### config.mk
export PLATFORM = sky130hd
export DESIGN_NAME = tick_ctrl
export DESIGN_NICKNAME = d
export VERILOG_FILES = /design/src/rtl/tick_ctrl.sv
export SDC_FILE = /design/constraint.sdc
export NUM_CORES = 1
export LEC_CHECK = 0
export BUFFER_PORTS_ARGS = -buffer_cell sky130_fd_sc_hd__buf_2
export CORE_MARGIN = 5
export CORE_UTILIZATION = 30
export DETAILED_ROUTE_END_ITERATION = 6
export PLACE_DENSITY_LB_ADDON = 0.12
export SLEW_MARGIN = 20
export SYNTH_ARGS = -nofsm -noshare
export SYNTH_HDL_FRONTEND = slang
export SYNTH_SLANG_ARGS = --single-unit
### constraint.sdc
create_clock -name clk -period 4 [get_ports clk]
set_input_delay 0.8 -clock clk [delete_from_list [all_inputs] [get_ports clk]]
set_output_delay 0.8 -clock clk [all_outputs]
set_load 0.02 [all_outputs]
### src/rtl/tick_ctrl.sv
`default_nettype none
// ============================================================================
// tick_ctrl - DIV-cycle tick countdown with pause/resume, stop and divided clock | Rev 1.0
// ============================================================================
module tick_ctrl #(
  parameter int DIV = 100000000,
  parameter int CW  = 16
) (
  input  logic          clk,
  input  logic          reset,
  input  logic          start,
  input  logic          pause,
  input  logic          stop,
  input  logic          load,
  input  logic [CW-1:0] load_val,
  output logic          tick,
  output logic          slow_clk,
  output logic [CW-1:0] remaining,
  output logic          busy,
  output logic          done,
  output logic [1:0]    state
);

  localparam int PW = (DIV > 2) ? $clog2(DIV) : 1;
  localparam logic [PW-1:0] c_PRE_MAX = PW'(DIV - 1);
  localparam logic [PW-1:0] c_PRE_HALF = PW'(DIV / 2);
  localparam logic [CW-1:0] c_REM_ONE = CW'(1);

  typedef enum logic [1:0] {
    S_IDLE  = 2'd0,
    S_RUN   = 2'd1,
    S_PAUSE = 2'd2,
    S_DONE  = 2'd3
  } state_t;

  state_t        r_state;
  logic [PW-1:0] r_pre;
  logic [CW-1:0] r_rem;
  logic          r_tick;
  logic          r_done;

  always_ff @(posedge clk) begin
    if (reset) begin
      r_state <= S_IDLE;
      r_pre   <= '0;
      r_rem   <= '0;
      r_tick  <= 1'b0;
      r_done  <= 1'b0;
    end else begin
      r_tick <= 1'b0;
      r_done <= 1'b0;
      case (r_state)
        S_IDLE: begin
          r_pre <= '0;
          // A start against an empty count falls through, letting a same-cycle load land.
          if (!stop) begin
            if (!pause && start && (r_rem != '0)) begin
              r_state <= S_RUN;
            end else if (load) begin
              r_rem <= load_val;
            end
          end
        end
        S_RUN: begin
          if (stop) begin
            r_state <= S_IDLE;
            r_pre   <= '0;
            r_rem   <= '0;
          end else if (pause) begin
            r_state <= S_PAUSE;
          end else if (r_pre == c_PRE_MAX) begin
            r_pre  <= '0;
            r_tick <= 1'b1;
            if (r_rem != '0) begin
              r_rem <= r_rem - 1'b1;
            end
            if (r_rem == c_REM_ONE) begin
              r_state <= S_DONE;
              r_done  <= 1'b1;
            end
          end else begin
            r_pre <= r_pre + 1'b1;
          end
        end
        S_PAUSE: begin
          // Resume keeps the frozen prescaler so the period is not restarted.
          if (stop) begin
            r_state <= S_IDLE;
            r_pre   <= '0;
            r_rem   <= '0;
          end else if (!pause && start) begin
            r_state <= S_RUN;
          end
        end
        S_DONE: begin
          r_state <= S_IDLE;
          r_pre   <= '0;
          r_rem   <= '0;
        end
        default: begin
          r_state <= S_IDLE;
          r_pre   <= '0;
          r_rem   <= '0;
        end
      endcase
    end
  end

  assign tick      = r_tick;
  assign done      = r_done;
  assign remaining = r_rem;
  assign state     = r_state;
  assign busy      = (r_state == S_RUN) || (r_state == S_PAUSE);
  assign slow_clk  = (r_state == S_RUN) && (r_pre < c_PRE_HALF);

endmodule
`default_nettype wire

[Yosys cells after proc, flatten, opt, wreduce, memory -nomap -nowiden]
Cells that the tools add are included.
Operators by class
  add/sub/neg operators: 2
  multiply operators: 0
  div/mod/pow operators: 0
  $lt $le $gt $ge: 1
  eq/ne operators: 16
  shift operators: 0
  mux-type cells: 25
  bitwise logic cells: 2
  reductions and logical operators: 13
Operators by type and width (count)
  $mux 16: 8
  $mux 27: 4
  $pmux 27 s3: 1
  $pmux 16 s4: 1
  $add 27x1->27 const B: 1
  $eq 27x27->1 const B: 1
  $lt 27x26->1 const B: 1
  $eq 16x1->1 const B: 1
  $mux 2: 8
  $reduce_bool 16->1: 1
  $sub 16x1->16 const B: 1
  $ne 3x3->1 const B: 4
  $ne 2x2->1 const B: 5
  $ne 4x4->1 const B: 2
  $pmux 2 s4: 1
  $reduce_and 7->1: 1
  $reduce_and 5->1: 1
  $reduce_or 5->1: 1
  $eq 2x2->1 const B: 2
  $reduce_or 4->1: 1
  $logic_and 1x1->1: 3
  $eq 2x1->1 const B: 1
  $logic_not 2->1: 1
  $mux 1: 2
  5 further kinds: 6
Word-level totals
  flip-flop bits (word level): 47
  latch bits: 0
  bits in writable memories: 0
  ROM bits: 0
  bits of input ports: 22
  word-level logic and storage cells: 64
  memories: 0

[Depth between registers and ports, before layout]
Gate-level depths: netlist (run 1).
  depth in word-level cells: 6
  mapped depth: 10
  depth with buffers taken out: 8

[Worst setup path before layout (run 1)]
OpenSTA, ideal clock, no wires.
  path kind: input to register
  start: in stop
  end: reg r_rem[3] (netlist: remaining[3])
  arrival: 2326 ps
  required time: 3929 ps
  path slack: 1603 ps
  stages: 9
  path buffers: 4
  path through: clkbuf_1 -> or2b_2 -> clkbuf_8 -> or2_2 -> clkbuf_1 -> clkbuf_1 -> a31oi_1 -> o21ai_0 -> a21oi_1
Between the ends
  cells in the longest elaborated chain, start to end: 2
  elaborated cells between the ends (all ways): 8
RTL lines
  start: declaration: line 13  | input logic stop,
  $ne 3x3->1 (no line) (tied with other cells)
  $reduce_and 7->1 (no line) or $pmux 16 s4 (tied branches)
  end signal: assignment: line 60  | r_rem <= load_val;
  end signal: assignment: line 75  | r_rem <= r_rem - 1'b1;
  end: declaration: line 38  | logic [CW-1:0] r_rem;
Parallel ways exist; a longest one is shown, timed or not.
A chain may end at the register's enable or synchronous reset.

[Final worst setup path (run 1)]
  start: reg r_pre[8]
  end: out slow_clk
Between the ends
  cells in the longest elaborated chain, start to end: 2
RTL lines
  start: declaration: line 37  | logic [PW-1:0] r_pre;
  start signal: assignment: line 82  | r_pre <= r_pre + 1'b1;
  $lt 27x26->1: line 114  | assign slow_clk = (r_state == S_RUN) && (r_pre < c_PRE_HALF);
  $logic_and 1x1->1: line 114
  end: declaration: line 17  | output logic slow_clk,
Every way passes these cells.

==> results of run 1 <==
registers in the layout, summed over array words and instances, names as in the netlist:
register / count
state: 2
tick: 1
done: 1
r_pre: 27
remaining: 16
worst max-delay path, stage by stage (launching register included):
cell	delay, ns
dfxtp_1	0.36
nor4_1	0.43
nand2b_1	0.12
a31o_2	0.24
a21oi_1	0.14
o21bai_1	0.09
a21oi_1	0.16
buf_2	0.19
layout make-up:
type | count | area share, %
multi-input combinational | 272 | 53.1
timing repair buffer | 46 | 7.55
inverter | 11 | 1.31
clock inverter | 2 | 1.11
clock buffer | 6 | 2.62
tap | 111 | 4.41
sequential | 47 | 29.9
routing by layer:
| metal | global-route usage (%) | vias up | wire length [um] |
|---|---|---|---|
| li1 | - | 1309 | - |
| met1 | 20.5 | 1222 | 4000 |
| met2 | 21.1 | 46 | 3340 |
| met3 | 2.43 | 9 | 219 |
| met4 | 4.16 | 0 | 111 |
| met5 | 0 | - | 0 |
report_power, final:
group	switching (uW)	leakage, uW	internal [uW]
Clock	165	0.0000612	202
Combinational	641	0.000683	346
Sequential	85.4	0.000381	532
cell usage after synthesis (3+ instances only):
cell type,count
dfxtp_1,47
a32o_1,6
a21oi_1,26
xor2_1,11
nand4b_1,3
clkbuf_1,9
nand4_1,8
nor4_1,5
nor3_1,13
inv_1,11
o21ai_0,15
o211ai_1,4
a31oi_1,3
a221oi_1,3
nand2_1,36
nor4b_1,3
nand3_1,12
o21a_1,3
xnor2_1,14
and3_1,3
ha_1,8
nor2_1,52
a211oi_1,4
stage by stage:
| stage | total power [uW] | cell area, sq um | cells |
|---|---|---|---|
| floorplan | 1330 | 2760 | 348 |
| global placement | 1620 | 3030 | 487 |
| detailed placement | 1610 | 3030 | 487 |
| CTS | 1990 | 3150 | 495 |
| global route | 2130 | 3150 | 495 |
| finish | 1970 | 3150 | 495 |
how the worst max path moves through the flow:
stage,cells past startpoint,to,slack (ns)
after detailed placement,7,remaining[11],1.13
after floorplan,9,remaining[3],1.60
after global placement,7,remaining[11],1.09
after CTS,7,slow_clk,1.14
final,7,slow_clk,1.17
after global routing,7,slow_clk,0.99
placed cells by master (no fill, tap or decap), types with 5 or more instances in the layout:
cell / Yosys / final
buf_2: 1 / 43
a32o_1: 6 / 6
xnor2_1: 14 / 14
a21oi_1: 26 / 26
ha_1: 8 / 8
nor2_1: 52 / 52
nand2_1: 36 / 36
nand4_1: 8 / 8
xor2_1: 11 / 11
o21ai_0: 15 / 15
nor3_1: 13 / 13
inv_1: 11 / 11
nand3_1: 12 / 12
clkbuf_8: 1 / 6
nor4_1: 5 / 5
dfxtp_1: 47 / 47
kinds of logic after synthesis:
family / synth area share (%)
flops: 34.0
fa+ha+maj: 3.62
buf+inv: 5.43
xor+xnor: 7.92
compound gates: 19.5
simple gates: 29.5
==> impl_metrics.env, run 1 <==
export IMPL_initial_core_util_pct=30.3
export IMPL_antenna_found_initial=0
export IMPL_synthArstFlopShare_pct=0
export IMPL_path_max_fanout=4
export IMPL_post_drt_wl_per_cell_um=15.5
export IMPL_hold_viol=0
export IMPL_fillers=995
export IMPL_yosys_register_bits=47
export IMPL_dp_slack_ns=1.13
export IMPL_hold_path_class="flop to flop"
export IMPL_synth_seq_area_share_pct=34.0
export IMPL_overflow=0
export IMPL_outcome="finished clean"
export IMPL_synth_edf_count=0
export IMPL_rsz0062_at_grt="false"
export IMPL_post_cts_setup_buffer_count=0
export IMPL_holdWs_ns=0.478
export IMPL_wl_um=7670
export IMPL_hold_depth=2
export IMPL_row_count=35
export IMPL_yosysTopAreaCell="dfxtp_1"
export IMPL_antenna_left=0
export IMPL_p_per_area_nw_per_um2=626
export IMPL_drc=0
export IMPL_clkLatencyLatePin_ns=0.30
export IMPL_min_to="r_pre[1]"
export IMPL_fin_ws_ns=1.17
export IMPL_clkSinkCount=47
export IMPL_clk_path_buf_depth=2
export IMPL_critPathCaptureType="output pin"
export IMPL_clk_pin_slew_ns=0.09
export IMPL_netlist_top_cells_area="dfxtp_1 (34%), nor2_1 (7.1%), nand2_1 (4.9%)"
export IMPL_worstPathRequired_ns=3.20
export IMPL_first_pass_iters=4
export IMPL_ys_warn_count=0
export IMPL_cts_buffers=5
export IMPL_critPathLaunch="r_pre[8]"
export IMPL_worst_slew_pin_slew_ns=0.813
export IMPL_finalCritPeriodShare_pct=70.7
export IMPL_die_w_um=106
export IMPL_critPathKind="flop to output pin"
export IMPL_grt_pass1_vias=2529
export IMPL_fin_tns_setup_ns=0
export IMPL_p_leak_uw=0.00112
export IMPL_cts_htree_levels=2
export IMPL_holdBufCountCts=0
export IMPL_post_cts_resized=0
export IMPL_grt_max_degree=26
export IMPL_diodes=0
export IMPL_skew_ns=0.00752
export IMPL_synth_cells=348
export IMPL_syn_nets=378
export IMPL_report_final_setup_viol=0
export IMPL_synth_avg_cell_area_sq_um=7.94
export IMPL_drive_above_1_share_pct=18.0
export IMPL_post_route_min_period_ns=2.83
export IMPL_dp_hpwl_um=5540
export IMPL_synth_cell_type_count=62
export IMPL_dr_total_vias=2586
export IMPL_multi_input_area_sq_um=1670
export IMPL_area_delta_synth_final_pct=13.9
export IMPL_clock_fmax_ghz=0.353
export IMPL_crit_path_start_kind="flop"
export IMPL_grt_usage_pct=14.1
export IMPL_timing_rr_end="remaining[11]"
export IMPL_synth_top_area_share_pct=34.0
export IMPL_grt_pass1_wl_um=12900
export IMPL_r2r_start="state[1]"
export IMPL_slew_headroom_pct=45.2
export IMPL_port_buffers=43
export IMPL_num_nets_final=413
export IMPL_coreArea_sq_um=9110
export IMPL_ios=44
export IMPL_netlist_area_sq_um=2760
export IMPL_globalplace_congestion=0.769
export IMPL_cts_tree="yes"
export IMPL_via_per_inst=5.22
export IMPL_slew_viol_final=0
export IMPL_die_h_um=106
export IMPL_vdd_ir_drop_max_mv=0.353
export IMPL_synth_flop_cell="dfxtp_1"
export IMPL_seq_area_sq_um=941
export IMPL_arrival_ns=2.03
export IMPL_drt_iter0_drc=142
export IMPL_final_core_util_pct=34.6
export IMPL_r2r_setup_slack_ns=1.38
export IMPL_hp_start="r_pre[1]"
export IMPL_maxCapViolCount=0
export IMPL_ff2ff_path_depth=8
export IMPL_clockRootBuffer="clkbuf_8"
export IMPL_dieArea_sq_um=11200
Power figures use the tool's default switching activity.
==> run 2, diff against run 1 <==
==> constraint.sdc (replaced) <==
create_clock -name clk -period 2.6 [get_ports clk]
set_input_delay 0.52 -clock clk [delete_from_list [all_inputs] [get_ports clk]]
set_output_delay 0.52 -clock clk [all_outputs]
set_load 0.02 [all_outputs]
==> impl_metrics.env, run 2 (synthesis gave the netlist of run 1 again) <==
export IMPL_post_route_min_period_ns=2.47
export IMPL_post_drt_wl_per_cell_um=15.7
export IMPL_antenna_found_initial=0
export IMPL_rsz0062_at_grt="false"
export IMPL_arrival_ns=1.95
export IMPL_crit_buf_inv=1
export IMPL_num_nets_final=422
export IMPL_dieArea_sq_um=11200
export IMPL_critPathKind="flop to output pin"
export IMPL_p_per_area_nw_per_um2=952
export IMPL_row_count=35
export IMPL_via_per_inst=5.24
export IMPL_drt_iter0_drc=133
export IMPL_critPathCaptureType="output pin"
export IMPL_ios=44
export IMPL_hold_viol=0
export IMPL_hp_start="pause"
export IMPL_critPathMaxStageDelay_ns=0.38
export IMPL_die_h_um=106
export IMPL_cts_tree="yes"
export IMPL_grt_max_degree=25
export IMPL_hold_path_class="primary input to flop"
export IMPL_fin_ws_ns=0.130
export IMPL_clock_fmax_ghz=0.405
export IMPL_wl_um=7890
export IMPL_grt_pass1_wl_um=13300
export IMPL_worstPathRequired_ns=2.08
export IMPL_drive_above_1_share_pct=20.1
export IMPL_final_cell_area_sq_um=3220
export IMPL_fin_tns_setup_ns=0
export IMPL_die_w_um=106
export IMPL_top_register="r_pre"
export IMPL_fillers=1008
export IMPL_outcome="finished clean"
export IMPL_cts_buffers=5
export IMPL_initial_core_util_pct=30.3
export IMPL_crit_top_cell="a21oi_1"
export IMPL_path_max_fanout=4
export IMPL_slew_viol_final=0
export IMPL_grt_usage_pct=14.4
export IMPL_p_leak_uw=0.00117
export IMPL_clk_pin_slew_ns=0.10
export IMPL_r2r_start="r_pre[2]"
export IMPL_dp_slack_ns=0.156
export IMPL_worst_slew_pin_slew_ns=0.622
export IMPL_grt_pass1_vias=2563
export IMPL_finalCritPeriodShare_pct=95.0
export IMPL_min_to="done"
export IMPL_overflow=0
export IMPL_clk_path_buf_depth=2
export IMPL_drc=0
export IMPL_hold_depth=2
export IMPL_globalplace_congestion=0.785
export IMPL_report_final_setup_viol=0
export IMPL_cp_slowest_cell="dfxtp_1"
export IMPL_r2r_setup_slack_ns=0.21
export IMPL_coreArea_sq_um=9110
export IMPL_crit_path_start_kind="flop"
export IMPL_dp_hpwl_um=5740
export IMPL_post_cts_setup_buffer_count=0
export IMPL_slew_headroom_pct=58.3
export IMPL_cp_cell_sequence="nor4_4 > nand2b_1 > a31o_2 > a21oi_1 > o21bai_1 > a21oi_1 > buf_2"
export IMPL_cts_htree_levels=2
export IMPL_vdd_ir_drop_max_mv=0.504
export IMPL_place_area_sq_um=3110
export IMPL_clockRootBuffer="clkbuf_8"
export IMPL_clkLatencyLatePin_ns=0.31
export IMPL_clkSinkCount=47
export IMPL_ff2ff_path_depth=6
export IMPL_area_delta_synth_final_pct=16.6
export IMPL_crit_family="compound AO/OA/AOI/OAI gates"
export IMPL_port_buffers=43
export IMPL_skew_ns=0.0232
export IMPL_worst_path_stages=7
export IMPL_diodes=0
export IMPL_maxCapViolCount=0
export IMPL_power_total_uw=3070
export IMPL_largest_reg_flops=27
export IMPL_timing_rr_end="remaining[0]"
export IMPL_holdBufCountCts=0
export IMPL_layout_common_cells="nor2_1 (52), dfxtp_1 (47), buf_2 (43)"
export IMPL_first_pass_iters=4
export IMPL_dr_total_vias=2643
export IMPL_antenna_left=0
export IMPL_final_common_cell="nor2_1"
-- run 2: changes by cell type in the layout (fill, tap and decap cells not counted) --
cell / delta
buf_12: +1
buf_4: +8
bufinv_16: -1
inv_6: +1
nor4_1: -1
nor4_4: +1
o21ai_0: -1
o21ai_1: +1
-- run 2: power by group --
group	internal [uW]	switching (uW)	total (uW)
clock	218	276	494
sequential	818	122	940
combinational	607	1030	1630
total	1640	1430	3070
-- run 2: worst max path at each step --
stage / from / to
after global routing: state[1] / r_pre[26]
after CTS: r_pre[8] / slow_clk
final: r_pre[8] / slow_clk
after detailed placement: state[1] / r_pre[18]
after floorplan: remaining[0] / remaining[2]
after global placement: state[1] / r_pre[26]
-- run 2: area by class of cell --
class / count / area (sq um) / area share (%)
timing repair buffer: 55 / 318 / 9.86
clock inverter: 2 / 13.8 / 0.427
inverter: 11 / 41.3 / 1.28
multi-input combinational: 272 / 1690 / 52.4
tap: 111 / 139 / 4.31
sequential: 47 / 941 / 29.2
clock buffer: 6 / 82.6 / 2.56
-- run 2: repair_timing --
action	4_1_cts	5_1_grt
resized for setup	0	3
endpoints found under the setup margin	0	8
endpoints found under the hold margin	0	0
-- run 2: stage by stage --
step | hold slack [ns] | utilization (%) | cells
floorplan | 0.449 | - | 348
global placement | 0.461 | 34.2 | 496
detailed placement | 0.469 | 34.2 | 496
CTS | 0.466 | 35.2 | 504
global route | 0.474 | 35.4 | 504
finish | 0.468 | 35.4 | 504
-- run 2: per-layer routing --
layer / GRT usage, % / up-vias / share of wire, %
met3: 2.61 / 10 / 4.6
met2: 21.9 / 58 / 45
met1: 20.8 / 1251 / 49
met5: 0 / - / 0
met4: 3.61 / 0 / 1.4
li1: - / 1324 / -
==> run 3, diff against run 2 <==
--- a/config.mk
+++ b/config.mk
@@ -7,7 +7,8 @@
 export LEC_CHECK = 0
 export BUFFER_PORTS_ARGS = -buffer_cell sky130_fd_sc_hd__buf_2
 export CORE_MARGIN = 5
-export CORE_UTILIZATION = 30
+export CORE_UTILIZATION = 25
+export CTS_BUF_LIST = sky130_fd_sc_hd__clkbuf_4
 export DETAILED_ROUTE_END_ITERATION = 6
 export PLACE_DENSITY_LB_ADDON = 0.12
 export SLEW_MARGIN = 20
==> impl_metrics.env, run 3 (synthesis gave the netlist of run 1 again) <==
export IMPL_outcome="finished clean"
export IMPL_clock_fmax_ghz=0.400
export IMPL_path_max_fanout=5
export IMPL_overflow=0
export IMPL_cts_tree="yes"
export IMPL_critPathCaptureType="output pin"
export IMPL_r2r_start="r_pre[2]"
export IMPL_top_register="r_pre"
export IMPL_critPathLaunch="r_pre[11]"
export IMPL_port_buffers=43
export IMPL_coreArea_sq_um=10800
export IMPL_drive_above_1_share_pct=20.5
export IMPL_p_leak_uw=0.00116
export IMPL_ff2ff_path_depth=6
export IMPL_hold_depth=2
export IMPL_timing_rr_end="remaining[15]"
export IMPL_die_w_um=115
export IMPL_slew_headroom_pct=59.6
export IMPL_clkSinkCount=47
export IMPL_hp_start="pause"
export IMPL_post_drt_wl_per_cell_um=15.2
export IMPL_place_area_sq_um=3140
export IMPL_die_h_um=115
export IMPL_hold_viol=0
export IMPL_p_per_area_nw_per_um2=918
export IMPL_report_final_setup_viol=0
export IMPL_critPathKind="flop to output pin"
export IMPL_min_to="tick"
export IMPL_vdd_ir_drop_max_mv=0.397
export IMPL_globalplace_congestion=0.842
export IMPL_worstPathRequired_ns=2.08
export IMPL_antenna_left=0
export IMPL_grt_pass1_wl_um=13300
export IMPL_row_count=38
export IMPL_initial_core_util_pct=25.5
export IMPL_num_nets_final=424
export IMPL_rsz0062_at_grt="true"
export IMPL_grt_pass1_vias=2662
export IMPL_clkLatencyLatePin_ns=0.37
export IMPL_dr_total_vias=2675
export IMPL_crit_path_start_kind="flop"
export IMPL_maxCapViolCount=0
export IMPL_antenna_found_initial=0
export IMPL_clk_path_buf_depth=2
export IMPL_dieArea_sq_um=13300
export IMPL_clockRootBuffer="clkbuf_4"
export IMPL_grt_max_degree=24
export IMPL_final_cell_area_sq_um=3230
export IMPL_largest_reg_flops=27
export IMPL_power_total_uw=2960
export IMPL_via_per_inst=5.00
export IMPL_dp_hpwl_um=5980
export IMPL_drc=0
export IMPL_skew_ns=0.0293
export IMPL_first_pass_iters=4
export IMPL_layout_common_cells="nor2_1 (52), dfxtp_1 (46), buf_2 (42)"
export IMPL_hold_path_class="primary input to flop"
export IMPL_diodes=0
export IMPL_clk_pin_slew_ns=0.16
export IMPL_area_delta_synth_final_pct=16.7
export IMPL_final_common_cell="nor2_1"
export IMPL_cts_buffers=5
export IMPL_drt_iter0_drc=144
export IMPL_wl_um=8130
export IMPL_worst_slew_pin_slew_ns=0.603
export IMPL_ios=44
export IMPL_arrival_ns=1.98
export IMPL_r2r_setup_slack_ns=0.26
export IMPL_post_route_min_period_ns=2.50
export IMPL_finalCritPeriodShare_pct=96.1
export IMPL_grt_usage_pct=12.5
export IMPL_cts_htree_levels=2
export IMPL_slew_viol_final=0
export IMPL_holdBufCountCts=0
-- run 3: changes by cell type in the layout (fill, tap and decap cells not counted), sizes merged --
cell	before	now
buf	55	57
clkinv	1	2
inv	12	11
-- run 3: worst max path at each step --
stage              endpoint  slack [ns]  cells past startpoint
6_report           slow_clk        0.10                      7
3_5_place_dp      r_pre[18]        0.13                      8
3_3_place_gp      r_pre[18]        0.12                      8
4_1_cts            slow_clk        0.02                      7
2_1_floorplan  remaining[2]        0.37                      9
5_1_grt            slow_clk       -0.08                      7
-- run 3: worst max-delay path, stage by stage (launching register included) --
cell	delay (ns)
dfxtp_2	0.39
nor4_4	0.29
nand2b_1	0.08
a31o_2	0.23
a21oi_1	0.16
o21bai_1	0.09
a21oi_1	0.19
buf_4	0.17
-- run 3: area by class of cell --
type,count,area (sq um)
Clock buffer,6,45.0
Clock inverter,2,12.5
Fill cell,1204,7610
Inverter,11,41.3
Multi-Input combinational cell,272,1690
Sequential cell,47,942
Tap cell,140,175
Timing Repair Buffer,57,323
-- run 3: timing repair --
item                                    4_1_cts  5_1_grt
endpoints found under the setup margin        1        4
resized for setup                             3        2
pin swaps                                     1        0
buffers inserted                              1        0
-- run 3: report_power, final --
group          internal (uW)  switching (uW)  leakage [uW]
Clock                    116             260     0.0000333
Combinational            608            1030      0.000744
Sequential               818             125      0.000381
Total                   1540            1420       0.00116
-- run 3: stage by stage --
step,setup TNS (ns),cells,setup slack (ns),util [%],hold slack [ns]
floorplan,0,348,0.368,-,0.449
global placement,0,526,0.122,29.0,0.461
detailed placement,0,526,0.135,29.0,0.472
CTS,0,535,0.0184,29.7,0.369
global route,-0.0792,535,-0.0792,29.8,0.396
finish,0,535,0.102,29.8,0.388
-- run 3: layer usage --
metal | up-vias | global-route usage, % | routed length, um | share of wire (%)
li1 | 1339 | - | - | -
met1 | 1254 | 17.1 | 4070 | 50
met3 | 8 | 2.89 | 409 | 5.0
met4 | 0 | 3.60 | 108 | 1.3
met2 | 74 | 19.8 | 3550 | 44
met5 | - | 0 | 0 | 0
